<file path="src/rtl/cuenta_tiempo_pkg.sv">
// Shared definitions for the cuenta_tiempo clock block.
// Holds the BCD wrap limits for every field, the set_sel field encodings
// and a helper that advances a 2-digit BCD value by one.
// The 12 h limits are used only when CUENTA_TIEMPO_HR12_EN is defined.
package cuenta_tiempo_pkg;

  localparam logic [7:0] CS_MAX        = 8'h99;
  localparam logic [7:0] SEG_MAX       = 8'h59;
  localparam logic [7:0] HR24_MAX      = 8'h23;
  localparam logic [7:0] HR12_MAX      = 8'h12;
  localparam logic [7:0] HR12_MIN      = 8'h01;
  // Hour value just before noon/midnight; stepping past it flips AM/PM.
  localparam logic [7:0] HR12_PRE_NOON = 8'h11;

  // Field selected while in time-set mode; the last two codes select nothing.
  typedef enum logic [1:0] {
    SEL_MIN    = 2'b00,
    SEL_HR     = 2'b01,
    SEL_NONE_A = 2'b10,
    SEL_NONE_B = 2'b11
  } set_sel_e;

  // Add one to a 2-digit BCD value, rippling the units carry into the tens.
  // Wrapping at the field limit is the caller's job.
  function automatic logic [7:0] bcd_inc(input logic [7:0] v);
    logic [7:0] r;
    if (v[3:0] == 4'd9) begin
      r = {v[7:4] + 4'd1, 4'd0};
    end else begin
      r = {v[7:4], v[3:0] + 4'd1};
    end
    return r;
  endfunction

endpackage

</file>
<file path="src/rtl/cuenta_tiempo_cnt_bcd2.sv">
// cnt_bcd2: 2-digit BCD counter used for every time field.
// Ports:
//   clk_i   - clock
//   rst_ni  - asynchronous active-low reset, loads RST_VAL
//   en_i    - advance by one; at MAX_VAL the counter reloads MIN_VAL
//   clr_i   - synchronous clear to RST_VAL, has priority over en_i
//   val_o   - registered BCD value
//   carry_o - combinational: this cycle's advance wraps the counter
module cnt_bcd2
  import cuenta_tiempo_pkg::*;
#(
  parameter logic [7:0] MAX_VAL = 8'h99,
  parameter logic [7:0] MIN_VAL = 8'h00,
  parameter logic [7:0] RST_VAL = 8'h00
) (
  input  logic       clk_i,
  input  logic       rst_ni,
  input  logic       en_i,
  input  logic       clr_i,
  output logic [7:0] val_o,
  output logic       carry_o
);

  logic [7:0] val_q, val_d;

  // Next value: clear wins, otherwise wrap at the limit or step in BCD.
  always_comb begin
    val_d = val_q;
    if (clr_i) begin
      val_d = RST_VAL;
    end else if (en_i) begin
      val_d = (val_q == MAX_VAL) ? MIN_VAL : bcd_inc(val_q);
    end
  end

  // Value register.
  always_ff @(posedge clk_i or negedge rst_ni) begin
    if (!rst_ni) begin
      val_q <= RST_VAL;
    end else begin
      val_q <= val_d;
    end
  end

  // The carry is combinational so a whole chain of fields can roll over
  // on the same clock edge.
  assign carry_o = en_i & ~clr_i & (val_q == MAX_VAL);
  assign val_o   = val_q;

endmodule

</file>
<file path="src/rtl/cuenta_tiempo.sv">
// cuenta_tiempo: time-of-day counter (HH:MM:SS.CC) in BCD, driven by an
// asynchronous 100 Hz reference, with a set mode for minutes and hours.
// Ports:
//   clk        - master clock
//   rst        - asynchronous active-low reset
//   f100       - 100 Hz square wave, asynchronous to clk
//   set_mode   - 1 = set time, 0 = run
//   set_sel    - field to set: 00 minutes, 01 hours, others nothing
//   inc        - debounced increment button, asynchronous to clk
//   cs_bcd     - centiseconds 00..99
//   seg_bcd    - seconds 00..59
//   min_bcd    - minutes 00..59
//   hr_bcd     - hours 00..23, or 12,01..11 in 12 h build
//   pm         - 1 = PM (only with CUENTA_TIEMPO_HR12_EN)
//   seg_pulse  - one-clock strobe on each seconds increment
// Build option: define CUENTA_TIEMPO_HR12_EN for the 12 h clock with pm.
module cuenta_tiempo
  import cuenta_tiempo_pkg::*;
#(
  parameter int SYNC_STAGES = 2
) (
  input  logic       clk,
  input  logic       rst,
  input  logic       f100,
  input  logic       set_mode,
  input  logic [1:0] set_sel,
  input  logic       inc,
  output logic [7:0] cs_bcd,
  output logic [7:0] seg_bcd,
  output logic [7:0] min_bcd,
  output logic [7:0] hr_bcd,
`ifdef CUENTA_TIEMPO_HR12_EN
  output logic       pm,
`endif
  output logic       seg_pulse
);

`ifdef CUENTA_TIEMPO_HR12_EN
  localparam logic [7:0] HR_MAX = HR12_MAX;
  localparam logic [7:0] HR_MIN = HR12_MIN;
  localparam logic [7:0] HR_RST = HR12_MAX;
`else
  localparam logic [7:0] HR_MAX = HR24_MAX;
  localparam logic [7:0] HR_MIN = 8'h00;
  localparam logic [7:0] HR_RST = 8'h00;
`endif

  logic [SYNC_STAGES-1:0] fSync_q, incSync_q;
  logic [SYNC_STAGES:0]   syncVld_q;
  logic fPrev_q, incPrev_q, tick_q, incP_q, segPulse_q;
  logic fLvl, incLvl;
  logic csEn, segEn, minEn, hrEn, setMin, setHr;
  logic csCarry, segCarry, minCarry, unused_hr_carry;
  logic [7:0] csVal, segVal, minVal, hrVal;

  assign fLvl   = fSync_q[SYNC_STAGES-1];
  assign incLvl = incSync_q[SYNC_STAGES-1];

  // Synchronizers and rising-edge detectors for f100 and inc. syncVld_q
  // fills with ones after reset so that edges are only reported once the
  // previous-level flop holds a real synchronized sample; a level that was
  // already high at reset release therefore never looks like an edge.
  always_ff @(posedge clk or negedge rst) begin
    if (!rst) begin
      fSync_q   <= '0;
      incSync_q <= '0;
      syncVld_q <= '0;
      fPrev_q   <= 1'b0;
      incPrev_q <= 1'b0;
      tick_q    <= 1'b0;
      incP_q    <= 1'b0;
    end else begin
      fSync_q   <= {fSync_q[SYNC_STAGES-2:0], f100};
      incSync_q <= {incSync_q[SYNC_STAGES-2:0], inc};
      syncVld_q <= {syncVld_q[SYNC_STAGES-1:0], 1'b1};
      fPrev_q   <= fLvl;
      incPrev_q <= incLvl;
      tick_q    <= fLvl & ~fPrev_q & syncVld_q[SYNC_STAGES];
      incP_q    <= incLvl & ~incPrev_q & syncVld_q[SYNC_STAGES];
    end
  end

  // Ticks only count in run mode, so a tick landing on the cycle set_mode
  // rises is dropped. In set mode the button steps one field and its wrap
  // carry is masked off from the hours.
  assign setMin = set_mode & incP_q & (set_sel == SEL_MIN);
  assign setHr  = set_mode & incP_q & (set_sel == SEL_HR);
  assign csEn   = ~set_mode & tick_q;
  assign segEn  = csCarry;
  assign minEn  = segCarry | setMin;
  assign hrEn   = (~set_mode & minCarry) | setHr;

  cnt_bcd2 #(.MAX_VAL(CS_MAX), .MIN_VAL(8'h00), .RST_VAL(8'h00)) uCs (
    .clk_i(clk), .rst_ni(rst), .en_i(csEn), .clr_i(set_mode),
    .val_o(csVal), .carry_o(csCarry)
  );

  cnt_bcd2 #(.MAX_VAL(SEG_MAX), .MIN_VAL(8'h00), .RST_VAL(8'h00)) uSeg (
    .clk_i(clk), .rst_ni(rst), .en_i(segEn), .clr_i(set_mode),
    .val_o(segVal), .carry_o(segCarry)
  );

  cnt_bcd2 #(.MAX_VAL(SEG_MAX), .MIN_VAL(8'h00), .RST_VAL(8'h00)) uMin (
    .clk_i(clk), .rst_ni(rst), .en_i(minEn), .clr_i(1'b0),
    .val_o(minVal), .carry_o(minCarry)
  );

  cnt_bcd2 #(.MAX_VAL(HR_MAX), .MIN_VAL(HR_MIN), .RST_VAL(HR_RST)) uHr (
    .clk_i(clk), .rst_ni(rst), .en_i(hrEn), .clr_i(1'b0),
    .val_o(hrVal), .carry_o(unused_hr_carry)
  );

  // Seconds strobe, registered alongside the seconds counter so it is high
  // in exactly the cycle the new seconds value appears.
  always_ff @(posedge clk or negedge rst) begin
    if (!rst) begin
      segPulse_q <= 1'b0;
    end else begin
      segPulse_q <= segEn;
    end
  end

`ifdef CUENTA_TIEMPO_HR12_EN
  logic pm_q, pm_d;

  // AM/PM flips whenever the hours step from 11 to 12, in either mode.
  always_comb begin
    pm_d = pm_q;
    if (hrEn && (hrVal == HR12_PRE_NOON)) begin
      pm_d = ~pm_q;
    end
  end

  // AM/PM register.
  always_ff @(posedge clk or negedge rst) begin
    if (!rst) begin
      pm_q <= 1'b0;
    end else begin
      pm_q <= pm_d;
    end
  end

  assign pm = pm_q;
`endif

  assign cs_bcd    = csVal;
  assign seg_bcd   = segVal;
  assign min_bcd   = minVal;
  assign hr_bcd    = hrVal;
  assign seg_pulse = segPulse_q;

endmodule

</file>
<file path="config.mk">
export PLATFORM = sky130hd
export DESIGN_NAME = cuenta_tiempo
export DESIGN_NICKNAME = d
export VERILOG_FILES = /design/src/rtl/cuenta_tiempo_pkg.sv /design/src/rtl/cuenta_tiempo_cnt_bcd2.sv /design/src/rtl/cuenta_tiempo.sv
export SDC_FILE = /design/constraint.sdc
export NUM_CORES = 1
export LEC_CHECK = 0
export BUFFER_PORTS_ARGS = -buffer_cell sky130_fd_sc_hd__clkbuf_2
export CORE_ASPECT_RATIO = 1.5
export CORE_UTILIZATION = 59
export CTS_CLUSTER_SIZE = 24
export DETAILED_ROUTE_END_ITERATION = 16
export PLACE_DENSITY = 0.84
export SLEW_MARGIN = 20
export SYNTH_ARGS = -nofsm -noshare
export SYNTH_HDL_FRONTEND = slang
export SYNTH_SLANG_ARGS = --single-unit
</file>
<file path="constraint.sdc">
create_clock -name clk -period 3.8 [get_ports clk]
set_input_delay 0.19 -clock clk [delete_from_list [all_inputs] [get_ports clk]]
set_output_delay 0.19 -clock clk [all_outputs]
set_load 0.02 [all_outputs]
</file>
==> results.yml, run 1 <==
route:
  viasPerCell: 5.64
  post_drt_wl_per_cell_um: 13.1
  dr.pass1.iters: 4
  route.final.wire_length_mm: 3.93
  num_vias: 1693
  drc_errors: 0
  ant_nets: 0
  drt_iter0_drc: 27
global_routing:
  antenna_found_initial: 0
  grt_max_degree: 45
  grt_pass1_vias: 1637
  grt.overflow.total: 0
  grtUsageTotal: 0.228
  grt_pass1_wl_mm: 6.89
placed_design:
  detailed_place_hpwl_mm: 2.80
  io_buffers: 39
  placed_area_um2: 2420
  dpl.cell_count: 289
  globalplace.congestion: 0.813
synthesis:
  synth.avg_cell_area_um2: 10.3
  synth_cells: 211
  synth_top_area_frac: 0.505
  synth_edf_count: 0
  syn_nets: 232
  yosys.area.top_type: "dfrtp_1"
  yosysUniqueCellTypes: 52
  ys_async_sr_fraction: 1.00
  synth_area_leaders: "dfrtp_1 (50%), ha_1 (8.0%), nand2_1 (4.1%), o21ai_0 (3.7%), nor2_1 (2.9%)"
  seq_area_frac_synth: 0.505
  syn_area_um2: 2180
  ys_seq_elements: 44
  synth_flop_cell: "dfrtp_1"
  ys_warn_count: 0
power:
  clkPwrFrac: 0.353
  switchingPower_mw: 0.251
  seqPwrFrac: 0.528
  p_leak_nw: 1.23
  irDropWorstVdd_v: 0.000358
  p_comb_frac: 0.119
  p_int_mw: 0.729
  swShare: 0.256
  p_per_area_nw_per_um2: 384
cells_and_area:
  fin_nets: 278
  synthToLayoutAreaGrowth_pct: 17.0
  nFillCells: 263
  drive_gt1_frac: 0.217
  finalInstanceArea_um2: 2550
  final_util: 0.734
  seq_area_um2: 1100
  layoutNonFillerInstCount: 300
  multiInputGateArea_um2: 1030
  antenna-diode-count: 0
worst_setup_path:
  start_kind: "flip-flop"
  critPathKind: "reg2reg"
  cp_max_fo: 11
  crit_path_end_kind: "flip-flop"
  required_ns: 4.04
  reg2reg_depth: 7
  crit_arrival_ns: 2.36
clock_tree:
  h-tree-depth: 2
  postCtsSetupRepairBufs: 0
  root_buffer: "clkbuf_8"
  cts_resized: 0
  clk_pin_slew_ns: 0.08
  cts_max_path_buffers: 2
  cts_buffers: 5
  clock_sinks: 44
  cts_tree: "yes"
  clk_latency_ns: 0.29
die:
  initial_core_util: 0.627
  die_y_um: 76.5
  core-area_um2: 3480
  num_rows: 26
  die_x_um: 51.7
  io_pins: 40
  die_area_um2: 3950
timing:
  tns_ns: 0
  fmax_mhz: 472
  final_hold_viol_count: 0
  worst_pin_slew_ns: 0.539
  rsz0062_at_grt: "false"
  final.min_clock_period_ns: 2.12
  setup_violations: 0
  drv_slew: 0
  fin_skew_ns: 0.00939
  relSlewSlack: 0.641
  fin_crit_sh: 0.557
run_status:
  status: "complete, no violations"
job:
  maxCapViolCount: 0
hold_path:
  holdPathStages: 2
  hp-class: "in2reg"
==> power by group through the flow <==
stage	clock [mW]	combinational, mW	sequential [mW]
floorplan	0	0.0558	0.541
finish	0.346	0.117	0.517
global route	0.371	0.133	0.524
detailed placement	0	0.116	0.527
global placement	0	0.113	0.527
CTS	0.352	0.119	0.518
==> routing by layer <==
metal / routed length [µm] / up-vias / GRT usage / share of wire
met5: 0 / - / 0 / 0
met1: 1770 / 809 / 0.287 / 0.45
li1: - / 840 / - / -
met3: 163 / 7 / 0.0559 / 0.041
met4: 80 / 0 / 0.0973 / 0.020
met2: 1910 / 37 / 0.366 / 0.49
==> cell type report <==
cell class | count | area share
sequential | 44 | 0.431
multi-input combinational | 155 | 0.403
timing repair buffer | 43 | 0.0911
clock buffer | 6 | 0.0284
tap | 42 | 0.0206
clock inverter | 2 | 0.0137
inverter | 8 | 0.0118
==> sequential cells by signal, summed over array words and instances (netlist names) <==
register,count
incPrev_q,1
uCs.val_o,8
uMin.val_o,8
incSync_q,2
tick_q,1
incP_q,1
fPrev_q,1
fSync_q,2
syncVld_q,3
uSeg.val_o,8
seg_pulse,1
uHr.val_o,8
==> cell families after synthesis <==
logic type      after synthesis  share of synthesized area
mux                           4                     0.0218
buf+inv                      12                     0.0235
compound gates               44                      0.122
xor+xnor                      3                     0.0120
fa+ha+maj                    14                     0.0803
flops                        44                      0.505
simple gates                 89                      0.234
other cells                   1                    0.00172
==> stage by stage <==
step	setup slack (ns)	hold WS (ns)	power, mW
after floorplan	1.79	-0.106	0.597
after global placement	1.76	0.297	0.639
after detailed placement	1.68	0.291	0.643
after CTS	1.68	0.308	0.988
after global routing	1.42	0.330	1.03
final	1.68	0.310	0.981
==> layout by cell type (no fill, tap or decap), drive strengths merged, types with 5 or more instances in the layout <==
master	n
nand2	24
nand3	10
a21oi	9
clkbuf	45
nor2	18
dfrtp	44
nand3b	6
ha	14
o21ai	19
o31ai	5
inv	8
==> final timing paths <==
kind,start,end,slack (ns)
min reg2reg,incSync_q[0],incSync_q[1],0.35
max reg2reg,uCs.val_o[1],uHr.val_o[3],1.68
min,set_mode,uSeg.val_o[4],0.31
min in group asynchronous,rst,uMin.val_o[7],0.49
max in group asynchronous,rst,uCs.val_o[5],2.93
max,uCs.val_o[1],uHr.val_o[3],1.68
==> cells in the mapped netlist, types with 2 or more instances <==
| library cell | number |
|---|---|
| ha_1 | 14 |
| buf_2 | 2 |
| or4_1 | 2 |
| a21o_1 | 2 |
| nand2_1 | 24 |
| inv_1 | 8 |
| nand3b_1 | 6 |
| mux2_2 | 2 |
| nor2_1 | 17 |
| and3_1 | 3 |
| o21ai_0 | 16 |
| a21oi_1 | 9 |
| o31ai_1 | 5 |
| nand2b_1 | 3 |
| o21ai_1 | 2 |
| xnor2_1 | 2 |
| or3_1 | 3 |
| and3b_1 | 2 |
| nand3_1 | 10 |
| nor4bb_1 | 2 |
| nor2b_1 | 3 |
| dfrtp_1 | 44 |
==> critical path, stage by stage, from the launching register on <==
cell	delay, ns
dfrtp_1	0.44
inv_1	0.08
ha_1	0.19
and3b_1	0.26
and4_4	0.28
a22o_1	0.34
nor4bb_1	0.34
a211o_1	0.14
==> timing repair <==
action / in CTS / in global routing
endpoints found under the hold margin: 46 / 0
hold buffers: 3 / 0
endpoints found under the setup margin: 0 / 0
Note: power is estimated with default switching activity, not from simulation.
==> run 2: changes to the inputs <==
--- a/config.mk
+++ b/config.mk
@@ -7,10 +7,10 @@
 export LEC_CHECK = 0
 export BUFFER_PORTS_ARGS = -buffer_cell sky130_fd_sc_hd__clkbuf_2
 export CORE_ASPECT_RATIO = 1.5
-export CORE_UTILIZATION = 59
+export CORE_UTILIZATION = 50
 export CTS_CLUSTER_SIZE = 24
 export DETAILED_ROUTE_END_ITERATION = 16
-export PLACE_DENSITY = 0.84
+export PLACE_DENSITY = 0.76
 export SLEW_MARGIN = 20
 export SYNTH_ARGS = -nofsm -noshare
 export SYNTH_HDL_FRONTEND = slang
==> constraint.sdc (replaced) <==
create_clock -name clk -period 1.8 [get_ports clk]
set_input_delay 0.09 -clock clk [delete_from_list [all_inputs] [get_ports clk]]
set_output_delay 0.09 -clock clk [all_outputs]
set_load 0.02 [all_outputs]
==> run 2 against run 1 <==
Effect of this change:
- fmax increased by 21%
- setup slack got worse by 1.6 ns
- register-to-register slack got worse by 1.6 ns
- largest cell class is now multi-input combinational cells
- largest power group unchanged
==> results.yml, run 2 (same netlist as run 1, synthesis figures left out) <==
timing:
  final.min_clock_period_ns: 1.75
  drv_slew: 0
  fmax_mhz: 570
  worst_pin_slew_ns: 0.554
  tns_ns: 0
  post-route-worst-setup-slack_ns: 0.0468
  fin_crit_sh: 0.974
  relSlewSlack: 0.631
  rsz0062_at_grt: "true"
  setup_violations: 0
  final_hold_viol_count: 0
  fin_skew_ns: 0.00954
clock_tree:
  root_buffer: "clkbuf_8"
  cts_tree: "yes"
  clock_sinks: 44
  h-tree-depth: 2
  cts_max_path_buffers: 2
  clk_pin_slew_ns: 0.09
  cts_buffers: 5
  clk_latency_ns: 0.30
hold_path:
  hp-class: "in2reg"
die:
  die_area_um2: 4640
  initial_core_util: 0.518
  io_pins: 40
  num_rows: 29
  die_x_um: 55.9
  die_y_um: 82.9
  core-area_um2: 4210
route:
  viasPerCell: 5.46
  num_vias: 1868
  drt_iter0_drc: 67
  ant_nets: 0
  drc_errors: 0
  dr.pass1.iters: 4
  post_drt_wl_per_cell_um: 13.7
  route.final.wire_length_mm: 4.70
worst_setup_path:
  start_kind: "flip-flop"
  required_ns: 2.00
  crit_path_end_kind: "flip-flop"
  cp_max_fo: 6
  critPathKind: "reg2reg"
  crit_arrival_ns: 1.95
cells_and_area:
  final_cell_mix: "clkbuf_2 (39), buf_4 (39), dfrtp_1 (38)"
  fin_nets: 316
  synthToLayoutAreaGrowth_pct: 33.5
  nFillCells: 331
  drive_gt1_frac: 0.378
  final_util: 0.692
  antenna-diode-count: 0
placed_design:
  place_ws_ns: -0.0431
  detailed_place_hpwl_mm: 3.32
  io_buffers: 39
  globalplace.congestion: 0.757
power:
  p_leak_nw: 1.42
  irDropWorstVdd_v: 0.000743
  finalPower_mw: 2.03
  p_per_area_nw_per_um2: 695
job:
  maxCapViolCount: 0
global_routing:
  antenna_found_initial: 0
  grt.overflow.total: 0
  grt_pass1_wl_mm: 7.73
  grt_max_degree: 45
  grtUsageTotal: 0.212
  grt_pass1_vias: 1851
run_status:
  status: "complete, no violations"
[run 2: cell types whose count changed in the layout (fill, tap and decap cells not counted), moves of 2 or more]
| cell | previous run | this run |
|---|---|---|
| inv_2 | 0 | 3 |
| nor4bb_4 | 0 | 2 |
| dfrtp_1 | 44 | 38 |
| dfrtp_2 | 0 | 6 |
| inv_1 | 8 | 5 |
| buf_4 | 1 | 39 |
| nor4bb_1 | 2 | 0 |
| ha_4 | 0 | 3 |
| ha_1 | 14 | 11 |
[run 2: timing repair]
action	CTS	global route
resized for setup	2	7
setup endpoints to repair	10	11
hold buffers	3	0
pin swaps	3	12
buffers inserted	1	5
hold endpoints to repair	46	0
[run 2: final timing paths]
check | from | to | slack, ns | depth (start not counted)
max in group asynchronous | rst | uCs.val_o[4] | 0.99 | 3
worst min register to register | syncVld_q[0] | syncVld_q[1] | 0.35 | 0
worst min-delay path | set_mode | uSeg.val_o[4] | 0.08 | 2
worst max-delay path | uSeg.val_o[4] | uHr.val_o[3] | 0.05 | 6
min in group asynchronous | rst | seg_pulse | 0.39 | 3
worst max register to register | uSeg.val_o[4] | uHr.val_o[3] | 0.05 | 6
[run 2: per-layer routing]
| layer | up-vias | global-route usage | wire length [µm] |
|---|---|---|---|
| li1 | 918 | - | - |
| met1 | 906 | 0.235 | 1920 |
| met2 | 37 | 0.382 | 2520 |
| met3 | 7 | 0.0498 | 190 |
| met4 | 0 | 0.0865 | 72 |
| met5 | - | 0 | 0 |
[run 2: critical path: stages (launching register included)]
cell and delay [ns]:
dfrtp_2 0.43, ha_4 0.16, and4b_1 0.20, and4_4 0.22, a22o_4 0.25, nor4bb_4 0.17, a211o_1 0.22
[run 2: area by class of cell]
class | instances | area [µm²] | share of cell area
multi-input combinational | 155 | 1110 | 0.381
inverter | 8 | 30.0 | 0.0103
sequential | 44 | 1110 | 0.381
clock buffer | 5 | 68.8 | 0.0236
tap | 46 | 57.6 | 0.0198
clock inverter | 3 | 18.8 | 0.00644
timing repair buffer | 81 | 518 | 0.178
[run 2: stage by stage]
stage,area [µm²],instances,hold slack [ns]
finish,2910,342,0.0763
global route,2910,342,0.0924
CTS,2840,337,0.0779
detailed placement,2700,325,0.200
global placement,2700,325,0.198
floorplan,2220,211,-0.206
[run 2: power by group]
part / internal [mW] / total [mW] / switching (mW)
Clock: 0.271 / 0.619 / 0.348
Sequential: 1.03 / 1.08 / 0.0429
Combinational: 0.139 / 0.330 / 0.190
Total: 1.44 / 2.03 / 0.581
==> run 3: changes to the inputs <==
--- a/config.mk
+++ b/config.mk
@@ -10,7 +10,7 @@
 export CORE_UTILIZATION = 50
 export CTS_CLUSTER_SIZE = 24
 export DETAILED_ROUTE_END_ITERATION = 16
-export PLACE_DENSITY = 0.76
+export PLACE_DENSITY_LB_ADDON = 0.1
 export SLEW_MARGIN = 20
 export SYNTH_ARGS = -nofsm -noshare
 export SYNTH_HDL_FRONTEND = slang
==> run 3 against run 2 <==
Effect of this change:
- count of clock-buffer cells in the layout rose by 1
- critical path depth did not move
- wire length fell by 4.0%
- design area rose by 1.5%
- final cell count fell by 0.88%
- sequential share of layout area fell by 0.56 points
- flip-flop and latch count did not move
- fmax fell by 1.1%
- register-to-register slack got worse by 0.02 ns
- highest routed layer unchanged
==> results.yml, run 3 (same netlist as run 1, synthesis figures left out) <==
clock_tree:
  cts_buffers: 5
  h-tree-depth: 2
  clk_pin_slew_ns: 0.08
  cts_tree: "yes"
  clk_latency_ns: 0.30
  cts_max_path_buffers: 2
  root_buffer: "clkbuf_8"
  clock_sinks: 44
timing:
  final.min_clock_period_ns: 1.77
  post-route-worst-setup-slack_ns: 0.0270
  rsz0062_at_grt: "true"
  fin_skew_ns: 0.00706
  setup_violations: 0
  fin_crit_sh: 0.985
  final_hold_viol_count: 0
  worst_pin_slew_ns: 0.553
  fmax_mhz: 564
  drv_slew: 0
  relSlewSlack: 0.631
cells_and_area:
  fin_nets: 313
  seq_area_um2: 1110
  final_cell_mix: "clkbuf_2 (39), dfrtp_1 (38), buf_4 (35)"
  multiInputGateArea_um2: 1140
  antenna-diode-count: 0
  nFillCells: 338
  layoutNonFillerInstCount: 339
  layout_commonest_cell: "clkbuf_2"
  synthToLayoutAreaGrowth_pct: 35.5
  drive_gt1_frac: 0.389
power:
  irDropWorstVdd_v: 0.000705
  p_leak_nw: 1.44
  finalPower_mw: 2.19
  p_per_area_nw_per_um2: 740
placed_design:
  io_buffers: 39
  globalplace.congestion: 0.749
  detailed_place_hpwl_mm: 3.28
  place_ws_ns: -0.0612
  dpl.cell_count: 325
die:
  die_area_um2: 4640
  num_rows: 29
  initial_core_util: 0.518
  core-area_um2: 4210
  io_pins: 40
  die_x_um: 55.9
  die_y_um: 82.9
hold_path:
  holdPathStages: 3
  hp-class: "in2reg"
  hp-start: "set_mode"
  hold_end: "uSeg.val_o[4]"
worst_setup_path:
  r2r_end: "uHr.val_o[3]"
  start_kind: "flip-flop"
  critPathKind: "reg2reg"
  reg2reg_depth: 6
  cp_max_fo: 5
  reg2reg_from: "uCs.val_o[0]"
  rrSetupSlack_ns: 0.03
  crit_path_end_kind: "flip-flop"
  crit_arrival_ns: 1.97
  required_ns: 2.00
route:
  ant_nets: 0
  drc_errors: 0
  num_vias: 1797
  drt_iter0_drc: 93
  post_drt_wl_per_cell_um: 13.3
  dr.pass1.iters: 4
  route.final.wire_length_mm: 4.51
  viasPerCell: 5.30
global_routing:
  grtUsageTotal: 0.217
  grt_pass1_wl_mm: 7.93
  grt_pass1_vias: 1790
  grt.overflow.total: 0
  grt_max_degree: 45
  antenna_found_initial: 0
job:
  maxCapViolCount: 0
run_status:
  status: "complete, no violations"
run 3: cell count changes in the layout (fill, tap and decap cells not counted), sizes merged:
| cell | before | now |
|---|---|---|
| clkinv | 3 | 1 |
| bufinv | 0 | 1 |
| clkbuf | 44 | 45 |
| buf | 39 | 36 |
run 3: metal layers:
layer,vias to the layer above,part of all wire,track usage
li1,906,-,-
met3,10,0.031,0.0421
met4,0,0.024,0.0953
met2,32,0.54,0.387
met5,-,0,0
met1,849,0.41,0.250
run 3: worst max-delay path, cell delays in order (launching register included):
cell and delay, ns:
dfrtp_2 0.43, ha_4 0.16, and3b_2 0.22, and4_4 0.23, a22o_4 0.25, nor4bb_4 0.15
a211o_1 0.22
run 3: worst max-delay path by stage:
stage | start | to | slack, ns | cells after the start
4_1_cts | uCs.val_o[0] | uHr.val_o[3] | 0.001 | 6
3_3_place_gp | uCs.val_o[5] | uHr.val_o[6] | -0.003 | 8
6_report | uCs.val_o[0] | uHr.val_o[3] | 0.03 | 6
2_1_floorplan | uCs.val_o[1] | uHr.val_o[2] | -0.08 | 8
5_1_grt | uCs.val_o[5] | uSeg.val_o[7] | -0.06 | 6
3_5_place_dp | uSeg.val_o[5] | uHr.val_o[6] | -0.06 | 8
run 3: repair_timing:
action / in CTS / in global routing
hold endpoints to repair: 46 / 0
setup endpoints to repair: 10 / 13
resized for setup: 5 / 10
setup buffers: 0 / 3
hold buffers: 3 / 0
pin swaps: 2 / 17
run 3: final cells by class:
class                           count  share of cell area
Multi-Input combinational cell    155               0.386
Sequential cell                    44               0.375
Timing Repair Buffer               78               0.169
Clock buffer                        6              0.0279
Tap cell                           46              0.0195
Clock inverter                      2              0.0131
Inverter                            8              0.0102
run 3: power breakdown:
group | leakage [nW] | switching, mW | internal [mW]
logic | 0.812 | 0.183 | 0.132
clock network | 0.0614 | 0.345 | 0.454
registers | 0.562 | 0.0416 | 1.03
run 3: through the flow:
step / utilization / setup TNS, ns / hold WS (ns) / area (µm²)
after floorplan: - / -0.264 / -0.206 / 2220
after global placement: 0.641 / -0.00542 / 0.198 / 2700
after detailed placement: 0.641 / -0.322 / 0.200 / 2700
after CTS: 0.685 / 0 / 0.124 / 2880
after global routing: 0.702 / -0.282 / 0.134 / 2960
final: 0.702 / 0 / 0.128 / 2960
